==> src/rtl/relm_uart_pkg.sv <==
// relm_uart_pkg: shared state encoding and line levels for the relm UART transmitter
package relm_uart_pkg;
  typedef enum logic [2:0] {IDLE, START, DATA, PARITY, STOP} state_t;
  localparam int DATA_BITS = 8;
  localparam logic IDLE_LVL = 1'b1;
  localparam logic START_LVL = 1'b0;
endpackage

==> src/rtl/relm_uart_tx_shift.sv <==
// relm_uart_tx_shift: frame FSM, baud counter, shift register and registered txd
// Build with RELM_UART_TX_PARITY_EN to insert an even-parity bit before the stop bit.
module relm_uart_tx_shift
  import relm_uart_pkg::*;
#(
  parameter int DIV = 868
) (
  input  logic       clk,
  input  logic       rst,
  input  logic       load,
  input  logic [7:0] data,
  output logic       ready,
  output logic       active,
  output logic       txd
);
  localparam int CW = $clog2(DIV);
  state_t state, state_n;
  logic [CW-1:0] cnt, cnt_n;
  logic [7:0] shift, shift_n;
  logic [2:0] idx, idx_n;
  logic tick, txd_n;
`ifdef RELM_UART_TX_PARITY_EN
  localparam state_t AFTER_DATA = PARITY;
  logic par;
  always_ff @(posedge clk)
    if (rst) par <= 1'b0;
    else if (ready && load) par <= ^data;
`else
  localparam state_t AFTER_DATA = STOP;
`endif
  assign tick = cnt == CW'(DIV - 1);
  assign ready = state == IDLE || (state == STOP && tick);
  assign active = state != IDLE;
  always_comb begin
    state_n = state;
    shift_n = shift;
    idx_n = idx;
    if (ready && load) begin
      state_n = START;
      shift_n = data;
    end else if (tick) begin
      case (state)
        START: begin
          state_n = DATA;
          idx_n = '0;
        end
        DATA: begin
          shift_n = shift >> 1;
          idx_n = idx + 3'd1;
          state_n = idx == 3'(DATA_BITS - 1) ? AFTER_DATA : DATA;
        end
        PARITY: state_n = STOP;
        STOP: state_n = IDLE;
        default: state_n = state;
      endcase
    end
    cnt_n = (state_n != state || state == IDLE || tick) ? '0 : cnt + CW'(1);
    // txd follows the current state one edge later, so each level lasts exactly DIV cycles
    txd_n = state == START ? START_LVL :
            state == DATA ? shift[0] :
`ifdef RELM_UART_TX_PARITY_EN
            state == PARITY ? par :
`endif
            IDLE_LVL;
  end
  always_ff @(posedge clk) begin
    if (rst) begin
      state <= IDLE;
      cnt <= '0;
      shift <= '0;
      idx <= '0;
      txd <= IDLE_LVL;
    end else begin
      state <= state_n;
      cnt <= cnt_n;
      shift <= shift_n;
      idx <= idx_n;
      txd <= txd_n;
    end
  end
endmodule

==> src/rtl/relm_uart_tx_io.sv <==
// relm_uart_tx_io: relm PUSH-channel consumer buffering bytes and sending them as 8N1 frames
// Optional even parity bit when RELM_UART_TX_PARITY_EN is defined.
module relm_uart_tx_io
  import relm_uart_pkg::*;
#(
  parameter int WD  = 32,
  parameter int WAD = 4,
  parameter int DIV = 868
) (
  input  logic        clk,
  input  logic        rst,
  input  logic [WD:0] push_d,
  output logic        push_retry,
  output logic        txd_out,
  output logic        busy_out
);
  logic [7:0] mem [2**WAD];
  logic [WAD:0] wr_ptr, rd_ptr;
  logic full, empty, we, pop, ready, active;
  logic unused_hi;
  assign unused_hi = ^push_d[WD-1:8];
  assign full = wr_ptr[WAD-1:0] == rd_ptr[WAD-1:0] && wr_ptr[WAD] != rd_ptr[WAD];
  assign empty = wr_ptr == rd_ptr;
  // retry comes only from the pointer registers so the core can sample it without its strobe
  assign push_retry = full;
  assign we = push_d[WD] && !full;
  assign pop = ready && !empty;
  always_ff @(posedge clk) begin
    if (rst) begin
      mem <= '{default: '0};
      wr_ptr <= '0;
      rd_ptr <= '0;
      busy_out <= 1'b0;
    end else begin
      if (we) begin
        mem[wr_ptr[WAD-1:0]] <= push_d[7:0];
        wr_ptr <= wr_ptr + (WAD+1)'(1);
      end
      if (pop) rd_ptr <= rd_ptr + (WAD+1)'(1);
      busy_out <= active || !empty;
    end
  end
  relm_uart_tx_shift #(.DIV(DIV)) u_shift (
    .clk(clk),
    .rst(rst),
    .load(!empty),
    .data(mem[rd_ptr[WAD-1:0]]),
    .ready(ready),
    .active(active),
    .txd(txd_out)
  );
endmodule
==> config.mk <==
export PLATFORM = sky130hd
export DESIGN_NAME = relm_uart_tx_io
export DESIGN_NICKNAME = d
export VERILOG_FILES = /design/src/rtl/relm_uart_pkg.sv /design/src/rtl/relm_uart_tx_shift.sv /design/src/rtl/relm_uart_tx_io.sv
export SDC_FILE = /design/constraint.sdc
export NUM_CORES = 1
export LEC_CHECK = 0
export CAP_MARGIN = 0
export CORE_MARGIN = 2
export CORE_UTILIZATION = 55
export CTS_BUF_LIST = sky130_fd_sc_hd__clkbuf_16
export DETAILED_ROUTE_END_ITERATION = 8
export PLACE_DENSITY = 0.74
export SYNTH_ARGS = -nofsm -noshare
export SYNTH_HDL_FRONTEND = slang
export SYNTH_SLANG_ARGS = --single-unit
==> constraint.sdc <==
create_clock -name clk -period 2.3 [get_ports clk]
set_input_delay 0.23 -clock clk [delete_from_list [all_inputs] [get_ports clk]]
set_output_delay 0.23 -clock clk [all_outputs]
set_load 0.05 [all_outputs]
==> flow_summary.ini <==
[synth]
synth_top_family_by_area = multiplexers
yosys.area_share.xor_xnor_pct = 2.236
netlist_area_sq_um = 7441
ys_seq_elements = 164
synth-compound-area-share_pct = 6.592
synthFlopType = dfxtp_1
synthSimpleGateAreaFrac_pct = 13.20
synthAdderAreaFrac_pct = 1.345
syn_inst = 717
syn_nets = 760
synth.distinct_cells = 42
ys_top_cells_by_area = dfxtp_1 44%, mux2i_1 21%, nor2_1 8.1%
synthMuxAreaShare_pct = 28.99
syn_area_per_cell_sq_um = 10.38
async_flop_share_pct = 0
synth-edff-count = 0
synth_area_leader_cell = dfxtp_1
ys_seq_area_share_pct = 44.12
synth_top_area_share_pct = 44.12
synth_warnings = 0
yosysMostFrequentCell = dfxtp_1
synthTopCellsByCount = 164 x dfxtp_1, 160 x nor2_1, 157 x mux2i_1

[critical_path]
path_buf_inv = 1
cpPeakStageDelay_ps = 370
endpoint_kind = flop
required_ps = 2650
critPathTopFamily = simple AND/OR/NAND/NOR gates
crit_path_top_delay_cell = dfxtp_1
worstSetupPathType = reg -> reg
arrival_ps = 2520
crit_path_start_kind = flop
cp_max_fo = 25
cp_cell_sequence = ha_1 -> nor3b_2 -> nand3_1 -> a221o_1 -> buf_4 -> or3_1 -> a21oi_1

[timing]
tightest_slew_ps = 672.8
slew_viol_final = 0
final_hold_viol_count = 0
max_freq_mhz = 460.1
setup_viol = 0
rsz0062_at_grt = yes
final.setup.worst_slack_ps = 126.5
fin_skew_ps = 6.578
period_minus_slack_ps = 2173
fin_crit_sh_pct = 94.50
hold_slack_ps = 260.2
max_slew_margin_pct = 55.06

[power]
switchingPower_mw = 2.044
switching_share_pct = 29.07
peakVddDrop_uv = 580.5
internal-power_mw = 4.987
clkPwrFrac_pct = 38.0
power_mw = 7.031
powerDensity_nw_per_um2 = 835.9
power.leakage_nw = 3.136
p_seq_share_pct = 44.0
p_comb_share_pct = 18.0

[grt]
antenna_found_initial = 0
gr-total-overflow = 0
grtUsageTotal_pct = 23.55
grt_pass1_vias = 5213
grt_pass1_wl_microns = 26430
grt_start_max_net_pins = 111

[clocking]
clock_path_buffers = 2
numCtsBuffers = 17
clk_latency_ps = 420
cts_tree = done
cts.sinks = 164
htreeDepth = 4
clk_pin_slew_ps = 60
cts_root_buf = clkbuf_16
post_cts_resized = 0

[detailed_routing]
ant_nets = 0
wirelength_microns = 16330
via_per_inst = 5.754
post_drt_wl_per_cell_microns = 17.83
vias = 5271
drt_iter0_drc = 429
drc = 0
drtPass1Iterations = 5

[placement]
port_buffers = 13
placed_area_sq_um = 7834
dp_hpwl_microns = 10400
place_ws_ps = 154.2
globalplace.congestion = 0.7791

[job]
cap_viol_max_count = 0

[final_layout]
areaGrowthSynthToFinish_pct = 13.05
layout.nets = 770
n_antenna_cell = 0
drive_gt1_share_pct = 15.14
utilization_pct = 63.52
fin_area_sq_um = 8412
final.fill_count = 1098

[floorplanning]
core.rowCount = 42
die_h_microns = 120.3
pin_count = 38
initial_core_util_pct = 56.19
die_x_microns = 120.3
dieArea_sq_um = 14480
core_sq_um = 13240

[worst_hold_path]
hold_path_class = in -> reg

[run_status]
status = complete, no violations
cells by family (layout without fill, tap and decap cells):
logic type | after synthesis | count (layout)
mux | 183 | 183
buf+inv | 58 | 81
flops | 164 | 164
simple gates | 222 | 222
xor+xnor | 19 | 19
fa+ha+maj | 8 | 8
compound gates | 63 | 63
cell usage in the layout (no fill, tap or decap), types with 7 or more instances in the layout:
cell type,instances
inv_1,7
a211oi_1,7
xor2_1,9
mux2i_1,157
clkdlybuf4s50_1,11
mux4_2,26
nor3_1,8
clkbuf_16,17
a21oi_2,11
nand3_1,14
buf_4,27
nand4_1,7
a21oi_1,14
dfxtp_1,162
xnor2_1,10
ha_1,8
nor2_1,160
power groups by stage:
stage / Clock (mW) / Combinational (mW) / Sequential [mW]
2_1_floorplan: 0 / 0.952 / 3.14
3_3_place_gp: 0 / 1.22 / 3.14
3_5_place_dp: 0 / 1.26 / 3.15
4_1_cts: 2.71 / 1.27 / 3.09
5_1_grt: 2.82 / 1.36 / 3.11
6_report: 2.67 / 1.27 / 3.09
sequential cells by signal, indices dropped and copies added (netlist names):
signal and cells:
wr_ptr 5, u_shift.state 3, mem 128, rd_ptr 5
busy_out 1, u_shift.cnt 10, u_shift.txd 1, u_shift.shift 8
u_shift.idx 3
per-layer routing:
layer	vias to the layer above	routed length, microns	GRT usage [%]
li1	2557	-	-
met1	2600	7380	29.54
met2	90	8095	40.06
met3	24	574	5.377
met4	0	283	8.067
met5	-	0	0
area by class of cell:
| type | instances | area, sq um | area share, % |
|---|---|---|---|
| clock buffer | 17 | 425.4 | 5.057 |
| clock inverter | 15 | 132.6 | 1.577 |
| inverter | 5 | 18.77 | 0.2231 |
| multi-input combinational | 495 | 3896 | 46.32 |
| sequential | 164 | 3286 | 39.06 |
| tap | 176 | 220.2 | 2.618 |
| timing repair buffer | 44 | 432.9 | 5.147 |
repair_timing:
action,CTS,global route
endpoints found under the setup margin,0,7
setup buffers,0,1
endpoints found under the hold margin,0,0
hold buffers,0,0
path summary, 6_finish.rpt:
kind,startpoint,end,slack [ps],cells after the start
worst max-delay path,u_shift.cnt[0]$_SDFF_PP0_,rd_ptr[3]$_SDFFE_PP0N_,130,7
worst min-delay path,rst,mem[48]$_SDFFE_PP0P_,260,2
worst max register to register,u_shift.cnt[0]$_SDFF_PP0_,rd_ptr[3]$_SDFFE_PP0N_,130,7
worst min register to register,u_shift.cnt[0]$_SDFF_PP0_,u_shift.cnt[0]$_SDFF_PP0_,480,1
stage by stage:
stage,TNS (ps),instances
after floorplan,0,717
after global placement,0,883
after detailed placement,0,883
after CTS,0,915
after global routing,-7.223,916
final,0,916
(Power assumes the default switching activity.)
